## src/rtl/mod_sub_serial.sv

```systemverilog
// -----------------------------------------------------------------------------
// mod_sub_serial
//
// Digit-serial modular subtractor: d = (a - b) mod p for ECC field operands.
// One DIGIT-bit slice of the operands is processed per clock, least
// significant digit first, with a registered borrow/carry. When the raw
// difference underflows, a second digit-serial pass adds p back.
//
// Optional build macro: MODSUB_CONST_TIME_EN
//   undefined : the correction pass is skipped when there is no underflow,
//               so latency is N+1 (a >= b) or 2N+1 (a < b) cycles.
//   defined   : the correction pass always runs (adding p or 0), so latency
//               is always 2N+1 cycles regardless of the operand values.
//
// Ports
//   clk        in   clock, all state changes on the rising edge
//   rst        in   synchronous active-high reset
//   in_valid   in   a, b, p are presented
//   in_ready   out  block is idle and will accept operands
//   a, b, p    in   minuend, subtrahend, modulus (WIDTH bits)
//   out_valid  out  d / corr hold a finished result
//   out_ready  in   consumer takes the result
//   d          out  result (WIDTH bits)
//   corr       out  1 when p was added back (a < b)
// -----------------------------------------------------------------------------
module mod_sub_serial #(
    parameter int unsigned WIDTH = 256,
    parameter int unsigned DIGIT = 32
) (
    input  logic             clk,
    input  logic             rst,
    input  logic             in_valid,
    output logic             in_ready,
    input  logic [WIDTH-1:0] a,
    input  logic [WIDTH-1:0] b,
    input  logic [WIDTH-1:0] p,
    output logic             out_valid,
    input  logic             out_ready,
    output logic [WIDTH-1:0] d,
    output logic             corr
);

    localparam int unsigned N  = WIDTH / DIGIT;
    localparam int unsigned CW = (N > 1) ? $clog2(N) : 1;
    localparam logic [CW-1:0] CNT_LAST = CW'(N - 1);

    localparam logic [1:0] S_IDLE = 2'd0;
    localparam logic [1:0] S_SUB  = 2'd1;
    localparam logic [1:0] S_FIX  = 2'd2;
    localparam logic [1:0] S_DONE = 2'd3;

    logic [1:0]       state_q, state_d;
    logic [WIDTH-1:0] a_q, a_d;
    logic [WIDTH-1:0] b_q, b_d;
    logic [WIDTH-1:0] p_q, p_d;
    logic [WIDTH-1:0] res_q, res_d;
    logic             brw_q, brw_d;     // borrow in SUB, carry in FIX
    logic [CW-1:0]    cnt_q, cnt_d;
    logic             corr_q, corr_d;

    logic [DIGIT:0]   sub_t;            // {borrow_out, difference digit}
    logic [DIGIT:0]   add_t;            // {carry_out, sum digit}
    logic [DIGIT-1:0] p_add;

    // Digit of p added during the correction pass. In constant-time builds
    // the pass always runs, so the addend is masked by the underflow flag.
`ifdef MODSUB_CONST_TIME_EN
    assign p_add = corr_q ? p_q[DIGIT-1:0] : '0;
`else
    assign p_add = p_q[DIGIT-1:0];
`endif

    // Extending to DIGIT+1 bits makes the top bit the borrow / carry out.
    assign sub_t = {1'b0, a_q[DIGIT-1:0]} - {1'b0, b_q[DIGIT-1:0]}
                 - {{DIGIT{1'b0}}, brw_q};
    assign add_t = {1'b0, res_q[DIGIT-1:0]} + {1'b0, p_add}
                 + {{DIGIT{1'b0}}, brw_q};

    always_comb begin
        state_d = state_q;
        a_d     = a_q;
        b_d     = b_q;
        p_d     = p_q;
        res_d   = res_q;
        brw_d   = brw_q;
        cnt_d   = cnt_q;
        corr_d  = corr_q;

        case (state_q)
            S_IDLE: begin
                if (in_valid) begin
                    a_d     = a;
                    b_d     = b;
                    p_d     = p;
                    brw_d   = 1'b0;
                    cnt_d   = '0;
                    corr_d  = 1'b0;
                    state_d = S_SUB;
                end
            end

            S_SUB: begin
                // Result enters from the MSB end; after N digits the first
                // digit computed has reached the LSB position.
                res_d                  = res_q >> DIGIT;
                res_d[WIDTH-1 -: DIGIT] = sub_t[DIGIT-1:0];
                a_d   = a_q >> DIGIT;
                b_d   = b_q >> DIGIT;
                brw_d = sub_t[DIGIT];
                cnt_d = cnt_q + CW'(1);
                if (cnt_q == CNT_LAST) begin
                    cnt_d  = '0;
                    corr_d = sub_t[DIGIT];
`ifdef MODSUB_CONST_TIME_EN
                    brw_d   = 1'b0;
                    state_d = S_FIX;
`else
                    if (sub_t[DIGIT]) begin
                        brw_d   = 1'b0;
                        state_d = S_FIX;
                    end else begin
                        state_d = S_DONE;
                    end
`endif
                end
            end

            S_FIX: begin
                // The result register is rotated through once more while p
                // rotates alongside it so their digits stay aligned.
                res_d                  = res_q >> DIGIT;
                res_d[WIDTH-1 -: DIGIT] = add_t[DIGIT-1:0];
                p_d   = (p_q >> DIGIT) | (p_q << (WIDTH - DIGIT));
                brw_d = add_t[DIGIT];   // last carry-out is simply dropped
                cnt_d = cnt_q + CW'(1);
                if (cnt_q == CNT_LAST) begin
                    cnt_d   = '0;
                    state_d = S_DONE;
                end
            end

            default: begin  // S_DONE
                if (out_ready) begin
                    state_d = S_IDLE;
                end
            end
        endcase
    end

    always_ff @(posedge clk) begin
        if (rst) begin
            state_q <= S_IDLE;
            a_q     <= '0;
            b_q     <= '0;
            p_q     <= '0;
            res_q   <= '0;
            brw_q   <= 1'b0;
            cnt_q   <= '0;
            corr_q  <= 1'b0;
        end else begin
            state_q <= state_d;
            a_q     <= a_d;
            b_q     <= b_d;
            p_q     <= p_d;
            res_q   <= res_d;
            brw_q   <= brw_d;
            cnt_q   <= cnt_d;
            corr_q  <= corr_d;
        end
    end

    assign in_ready  = (state_q == S_IDLE);
    assign out_valid = (state_q == S_DONE);
    assign d         = res_q;
    assign corr      = corr_q;

endmodule
```

## config.mk

```make
export PLATFORM = sky130hd
export DESIGN_NAME = mod_sub_serial
export DESIGN_NICKNAME = d
export VERILOG_FILES = /design/src/rtl/mod_sub_serial.sv
export SDC_FILE = /design/constraint.sdc
export NUM_CORES = 2
export LEC_CHECK = 0
export CAP_MARGIN = 0
export CORE_AREA = 3 3 401 403
export DETAILED_ROUTE_END_ITERATION = 8
export DIE_AREA = 0 0 404 406
export PLACE_DENSITY = 0.53
export REMOVE_ABC_BUFFERS = 1
export SETUP_SLACK_MARGIN = 0.2
export SLEW_MARGIN = 30
export SYNTH_ARGS = -nofsm -noshare
export SYNTH_HDL_FRONTEND = slang
export SYNTH_SLANG_ARGS = --single-unit
```

## constraint.sdc

```tcl
create_clock -name clk -period 3.7 [get_ports clk]
set_input_delay 0.74 -clock clk [delete_from_list [all_inputs] [get_ports clk]]
set_output_delay 0.74 -clock clk [all_outputs]
set_load 0.005 [all_outputs]
```

# After elaboration in Yosys (flattened, before gate mapping)
# Cells that the tools add are included.
[op_classes]
n_addsub = 5
eq_ne = 7
n_mux = 21
bitwise = 1
reduce_logical = 14
[op_table]
columns = ["op", "n"]
rows = [
  ["256-bit one-hot mux with 2 select lines", 4],
  ["256-bit two-way mux", 3],
  ["224-bit by 256-bit OR with 256-bit output", 1],
  ["32-bit by 32-bit adder with 33-bit output", 1],
  ["33-bit by 1-bit adder with 33-bit output", 1],
  ["32-bit by 32-bit subtractor with 33-bit output", 1],
  ["33-bit by 1-bit subtractor with 33-bit output", 1],
  ["2-bit two-way mux", 4],
  ["2-bit AND reduction", 4],
  ["2-bit nonzero test", 4],
  ["3-bit two-way mux", 2],
  ["2-bit inequality test (second input constant)", 3],
  ["2-bit one-hot mux with 3 select lines", 1],
  ["3-bit one-hot mux with 2 select lines", 1],
  ["2-bit equality test (second input constant)", 2],
  ["1-bit two-way mux", 4],
  ["4-bit AND reduction", 1],
  ["4-bit nonzero test", 1],
  ["3-bit by 1-bit adder with 3-bit output (second input constant)", 1],
  ["3-bit equality test (second input constant)", 1],
  ["1-bit one-hot mux with 3 select lines", 1],
  ["3-bit AND reduction", 1],
  ["3-bit nonzero test", 1],
  ["2-bit by 1-bit equality test with 1-bit output (second input constant)", 1],
  ["other kinds (3)", 3],
]
[word_totals]
ff_bits = 1031
output_inout_bits = 259
wordCells = 56

# Logic depth before layout (Yosys ltp)
[logic_depth]
depth_word = 5
depth_mapped = 13
ltp_nobuf = 12

# Worst setup path after synthesis
# No wires, ideal clock.
[synth_timing]
path_type = "flip-flop to flip-flop"
start = "register b_q[0]"
end = "register res_q[255] (netlist: d[255])"
setup_ns = 0.115
arrival_time_ns = 3.084
slack_ns = 0.502
path_stages_with_launch = 12
path_buffers = 0
path_cell_list = "dfxtp_1 inv_1 fa_1 ha_1 o21ai_0 nor4bb_1 or4b_2 o211ai_1 nand2_1 a31oi_1 mux2_2 a2111oi_0"
[synth_via]
elab_chain_cells = 3
[synth_lines]
columns = ["element", "line_no", "rtl"]
rows = [
  ["from (decl)", "54", "logic [WIDTH-1:0] b_q, b_d;"],
  ["from (signal assigned)", "154", "b_q <= '0;"],
  ["from (signal assigned)", "163", "b_q <= b_d;"],
  ["32-bit by 32-bit subtractor with 33-bit output", "74", "assign sub_t = {1'b0, a_q[DIGIT-1:0]} - {1'b0, b_q[DIGIT-1:0]}"],
  ["33-bit by 1-bit subtractor with 33-bit output", "75", "- {{DIGIT{1'b0}}, brw_q};"],
  ["256-bit one-hot mux with 2 select lines", "89", "case (state_q)"],
  ["to (signal assigned)", "165", "res_q <= res_d;"],
  ["to (decl)", "56", "logic [WIDTH-1:0] res_q, res_d;"],
]
# No other way between the ends. The select of a mux whose other input is x is not followed.
# A chain may end at the register's enable or synchronous reset.

# Final worst setup path
# Same ends and word-level chain as after synthesis.

==> impl_metrics.tcl <==
set metrics [dict create \
    drive_gt1_share_pct 5.62 \
    rrSetupSlack_ns 0.30 \
    yosys.area.top_type "dfxtp_1" \
    hold_class "input port to register" \
    hold_viol 0 \
    rr_startpoint "b_q[0]" \
    initial_utilization_pct 30.2 \
    yosys.area_share.simple_pct 10.1 \
    synth_warnings 0 \
    setup_tns_ns 0 \
    place_congestion 0.843 \
    cts_max_path_buffers 3 \
    fill_cells 15800 \
    path_class "register to register" \
    grt_pass1_wl_mm 243 \
    antenna_found_initial 47 \
    synth_area_sq_um 47700 \
    worst_pin_slew_ns 1.07 \
    final_common_cell "nor2_1" \
    synth_top_family_by_area "multiplexers" \
    power_density_nw_per_um2 788 \
    port_buffers 1030 \
    fp.coreArea_sq_um 158000 \
    io_pins 1031 \
    area_growth_pct 31.8 \
    slew_violations 0 \
    cts_tree "built" \
    synth_fa_ha_area_share_pct 2.79 \
    min_from "rst" \
    regToRegEndpoint "d[255]" \
    fmax_ghz 0.294 \
    drtPass1Iterations 5 \
    maxCapViolations 0 \
    synthDistinctLibCells 67 \
    grt_max_degree 162 \
    required_ns 4.32 \
    fin_crit_ns 3.40 \
    cts_hold_buf 0 \
    endpoint "d[255]" \
    critical_path.max_fanout 4 \
    synth-xor-area-share_pct 0.863 \
    netlist_top_cells_area "dfxtp_1 43%, mux2i_1 20%, a211oi_1 11%" \
    wl_per_cell_um 21.4 \
    crit_start "b_q[0]" \
    yosysSeqAreaShare_pct 43.3 \
    endpoint_kind "register" \
    synth_top_area_share_pct 43.3 \
    grt_pass1_vias 37000 \
    slew_headroom_pct 28.9 \
    final_cell_area_sq_um 62900 \
    worstSkewPairLatency_ns 0.74 \
    drt-total-wl_mm 169 \
    htreeDepth 4 \
    cp.arrival_ns 4.02 \
    ir_drop_mv 0.682 \
    netlist_instances 5110 \
    drt_iter0_markers 2248 \
    dieArea_sq_um 164000 \
    vias 38400 \
    antenna_left 0 \
    path_clk_slew_ns 0.06 \
    finalCritPeriodShare_pct 91.9 \
    clock_sinks 1031 \
    synth_ff_type "dfxtp_1" \
    grtUsageTotal_pct 19.6 \
    cts-root-buf "clkbuf_16" \
    synthMuxAreaShare_pct 19.7 \
    syn_avg_cell_area_sq_um 9.34 \
    rows 146 \
    final_cell_mix "1043 x nor2_1, 1029 x dfxtp_1, 1029 x clkdlybuf4s50_1" \
    status "finished clean" \
    hold-worst-slack_ns 0.463 \
    vias_per_cell 4.84 \
    dieWidth_um 404 \
    synth_enable_flop_cells 0 \
    hpwl_mm 126 \
    async_reset_ff_share_pct 0 \
    fin_skew_ns 0.0358 \
    overflow 0 \
    numCtsBuffers 131 \
    postPlaceCellArea_sq_um 58600 \
    rsz0062_at_grt "true" \
    drc 0 \
    fin_total_pwr_mw 49.6 \
    final_nets 6609 \
    synth_seq_cells 1031 \
    p_leak_nw 23.1 \
    reg2regPathDepth 13 \
    synth_compound_area_share_pct 15.7 \
    finalSetupViolations 0 \
    die_h_um 406 \
    start_kind "register" \
]
## per-layer routing
layer,global-route usage (%),share of wire [%],vias up
li1,-,-,19400
met1,23.4,42,17800
met2,34.0,49,858
met3,5.18,5.9,262
met4,6.59,3.0,22
met5,0,0.083,-
## cells by family (layout without fill, tap and decap cells)
family / Yosys count / in the layout
flip-flops: 1031 / 1031
adder cells (fa/ha/maj): 104 / 104
multiplexers: 937 / 937
other: 0 / 34
AND/OR/NAND/NOR: 1210 / 1210
buffers and inverters: 755 / 1466
XOR/XNOR: 47 / 47
AO/OA/AOI/OAI: 1026 / 1026
## worst min-delay path by stage
stage / endpoint / slack (ns) / cells after the start
CTS: a_q[228] / 0.42 / 2
detailed placement: cnt_q[2] / 0.48 / 2
floorplan: cnt_q[1] / 0.45 / 2
global route: a_q[233] / 0.43 / 2
global placement: cnt_q[1] / 0.46 / 2
finish: a_q[228] / 0.46 / 2
## cell type report
cell class | count | area (sq um) | share of cell area (%)
multi-input combinational | 3324 | 23500 | 37.4
sequential | 1031 | 20600 | 32.8
timing repair buffer | 1128 | 11500 | 18.2
clock buffer | 178 | 3700 | 5.88
tap | 2072 | 2590 | 4.12
inverter | 117 | 439 | 0.698
clock inverter | 43 | 432 | 0.686
antenna | 34 | 85.1 | 0.135
## timing repair
item	in CTS	in global routing
resized for setup	5	13
setup endpoints to repair	6	13
cloned	0	0
setup buffers	0	1
pin swaps	2	8
## power breakdown
part           internal [mW]  leakage, nW  switching, mW
registers               14.2         8.49           1.87
logic                   9.24         12.6           11.8
clock network           7.35         2.04           5.06
total                   30.8         23.1           18.8
## synth_stat cells, drive strengths merged, types with 3 or more instances
| cell type | n |
|---|---|
| nand4 | 9 |
| o21a | 13 |
| a2111oi | 7 |
| fa | 4 |
| o211ai | 10 |
| nand3b | 5 |
| and3 | 17 |
| buf | 260 |
| or3 | 5 |
| a21o | 17 |
| a311oi | 8 |
| o22ai | 5 |
| a22oi | 65 |
| a21oi | 74 |
| nor2b | 10 |
| a211oi | 727 |
| nand2 | 55 |
| a221oi | 3 |
| o31ai | 5 |
| nand3 | 20 |
| nand2b | 5 |
| o21bai | 6 |
| nor3 | 16 |
| nor3b | 4 |
| o21ai | 49 |
| nor2 | 1044 |
| mux2i | 936 |
| xnor2 | 29 |
| xor2 | 18 |
| ha | 100 |
| clkbuf | 378 |
| o221a | 3 |
| and2 | 7 |
| dfxtp | 1031 |
| nor4 | 3 |
| o221ai | 3 |
| inv | 117 |
| a211o | 4 |
| a31oi | 12 |
## through the flow
step	worst slack (ns)	util, %	cells
4_1_cts	0.208	39.7	7891
2_1_floorplan	-45.08	-	4472
3_3_place_gp	0.151	37.1	7668
5_1_grt	0.176	39.8	7920
3_5_place_dp	0.180	37.1	7670
6_report	0.301	39.8	7927
## flip-flops by register name (all words and copies together) (netlist names)
signal,flops
corr,1
cnt_q,3
a_q,256
b_q,256
d,256
brw_q,1
state_q,2
p_q,256
## worst max-delay path, stage by stage, from the launching register on
cell and delay, ns:
dfxtp_1 0.32, inv_1 0.05, fa_1 0.47, inv_1 0.09, ha_2 0.17, o21ai_2 0.06, nor4bb_2 0.17, or4b_2 0.63
o211ai_1 0.18, buf_4 0.17, nand2_1 0.09, a31oi_1 0.20, mux2_2 0.37, a2111oi_2 0.31
Note: power is estimated with default switching activity, not from simulation.
==> variant: new RTL, same settings <==
`p_q` no longer has a reset.
--- a/src/rtl/mod_sub_serial.sv
+++ b/src/rtl/mod_sub_serial.sv
@@ -154,3 +154,2 @@
             b_q     <= '0;
-            p_q     <= '0;
             res_q   <= '0;
@@ -163,3 +162,2 @@
             b_q     <= b_d;
-            p_q     <= p_d;
             res_q   <= res_d;
@@ -169,2 +167,6 @@
         end
+    end
+
+    always_ff @(posedge clk) begin
+        p_q <= p_d;
     end
Function: no difference found for any inputs over 4 cycles, from zero or initial values and one cycle with rst high; that may be too few to reach the edited logic, so the function may still have changed.
==> variant against the original RTL <==
- final cell count decreased by 7.0%
- wire length decreased by 0.61%
- clock skew increased by 0.0016 ns
- sequential cell count stayed put
- design area shrank 0.24%
- setup slack improved by 0.093 ns
- combinational power decreased by 10%
- synthesized area fell by 0.85%
- power fell by 3.7%
- sequential power grew 2%
- fmax grew 2.8%
- critical path type unchanged
==> variant: results (changes against the original RTL) <==
R2R-START='a_q[15]'  # was b_q[0]
GP_ROUTABILITY_CONGESTION=0.853  # was 0.843
LARGEST_NET_DEGREE_AT_THE_START_OF_GLOBAL_ROUTING=167  # was 162
VDD_IR_DROP_MAX_V=0.000556  # was 0.000682 V
FINAL_HOLD_SLACK_NS=0.481  # was 0.463 ns
TIGHTEST_SLEW_NS=1.04  # was 1.07 ns
VIA_PER_INST=4.76  # was 4.84
INITIAL_ANTENNA_VIOLATION_COUNT=45  # was 47
PLACE_INST=7127  # was 7670
CRIT_PATH_END='brw_q'  # was d[255]
GRT_USAGE_PCT=19.5  # was 19.6%
SYNTH.AREA.TOP_CELLS='dfxtp_1 (33%), edfxtp_1 (16%), mux2i_1 (14%)'  # was dfxtp_1 (43%), mux2i_1 (20%), a211oi_1 (11%)
FINISH.CELL_COUNT_WITHOUT_FILLERS=7375  # was 7927
HTREE_LEVELS=3  # was 4
TIMING.FINAL.WS_SETUP_NS=0.394  # was 0.301 ns
P_LEAK_nW=22.9  # was 23.1 nW
HOLD_PATH_CLASS='register to register'  # was input port to register
RUN_STATUS='finished, final reports clean'  # unchanged
POST_SYNTH_EDFFS=256  # was 0
TIMING.CRITICAL_PATH.MAX_DELAY_FAMILY='compound AO/OA/AOI/OAI gates'  # was simple AND/OR/NAND/NOR gates
DR.FIRST_ITER.DRC_COUNT=1836  # was 2248
WORST_PATH_LARGEST_CELL_DELAY_NS=0.46  # was 0.63 ns
SYNTH_CELL_TYPE_COUNT=71  # was 67
SYNTH_COMMON_CELLS='nor2_1 (795), dfxtp_1 (775), mux2i_1 (681)'  # was nor2_1 (1044), dfxtp_1 (1031), mux2i_1 (936)
DPL.HPWL_MM=127  # was 126 mm
NUM-NETS-FINAL=6054  # was 6609
GRT_PASS1_VIAS=34000  # was 37000
GRT_FIRST_PASS_WIRELENGTH_MM=238  # was 243 mm
HOLDPATHEND='cnt_q[2]'  # was a_q[228]
YOSYS_WARNINGS=0  # unchanged
WORSTPATHBUFFERINVERTERCOUNT=2  # was 3
WORST_HOLD_STARTPOINT='cnt_q[2]'  # was rst
CRITICAL-PATH-SLOWEST-CELL='a2111oi_2'  # was or4b_2
FIN_WORST_SKEW_NS=0.0375  # was 0.0358 ns
POST_ROUTE_CELLS_DRIVE_ABOVE_1_SHARE_PCT=10.7  # was 5.62%
TIMING.CRITICAL_PATH.ARRIVAL_NS=3.97  # was 4.02 ns
NETLIST_INSTANCES=4482  # was 5110
## variant: changes by cell type after synthesis, moves of 90 or more
| cell | delta |
|---|---|
| a211oi_1 | -260 |
| mux2_2 | +255 |
| dfxtp_1 | -256 |
| edfxtp_1 | +256 |
| mux2i_1 | -255 |
| nor2_1 | -249 |
| clkbuf_1 | -90 |
## variant: cell families (layout without fill, tap and decap cells)
logic type                 after synthesis  in the layout  synth area share, %
AOI/OAI and AO/OA                      766            766                 11.8
xor gates and xnor gates                53             53                0.981
and+or+nand+nor                        934            934                 7.87
muxes                                  937            937                 20.5
other                                    0             21                    0
buffers and inverters                  657           1457                 7.02
adders and majority gates              104            104                 2.81
DFF                                   1031           1031                 49.0
## variant: timing repair
action,in CTS,in global routing
resized for setup,3,10
pin swaps,0,2
setup endpoints to repair,6,8
## variant: metal layers
| metal | track usage, % | vias to the layer above | routed length, microns |
|---|---|---|---|
| li1 | - | 17300 | - |
| met5 | 0 | - | 250 |
| met2 | 34.3 | 776 | 84700 |
| met3 | 4.34 | 213 | 8680 |
| met1 | 24.0 | 16800 | 70800 |
| met4 | 5.05 | 32 | 3780 |
## variant: where the power goes
part           internal (mW)  switching [mW]  leakage (nW)
Sequential              14.9            1.60          8.82
Combinational           8.37            10.5          12.1
Clock                   7.24            5.10          1.99
Total                   30.5            17.2          22.9
## variant: layout make-up
cell class / count / area (sq um)
flip-flops and latches: 1031 / 23200
repair buffers: 1122 / 11500
inverters: 109 / 409
well taps: 2072 / 2590
fillers: 15500 / 95100
clock buffers: 184 / 3500
diodes: 21 / 52.6
clock inverters: 42 / 579
multi-input cells: 2794 / 20900
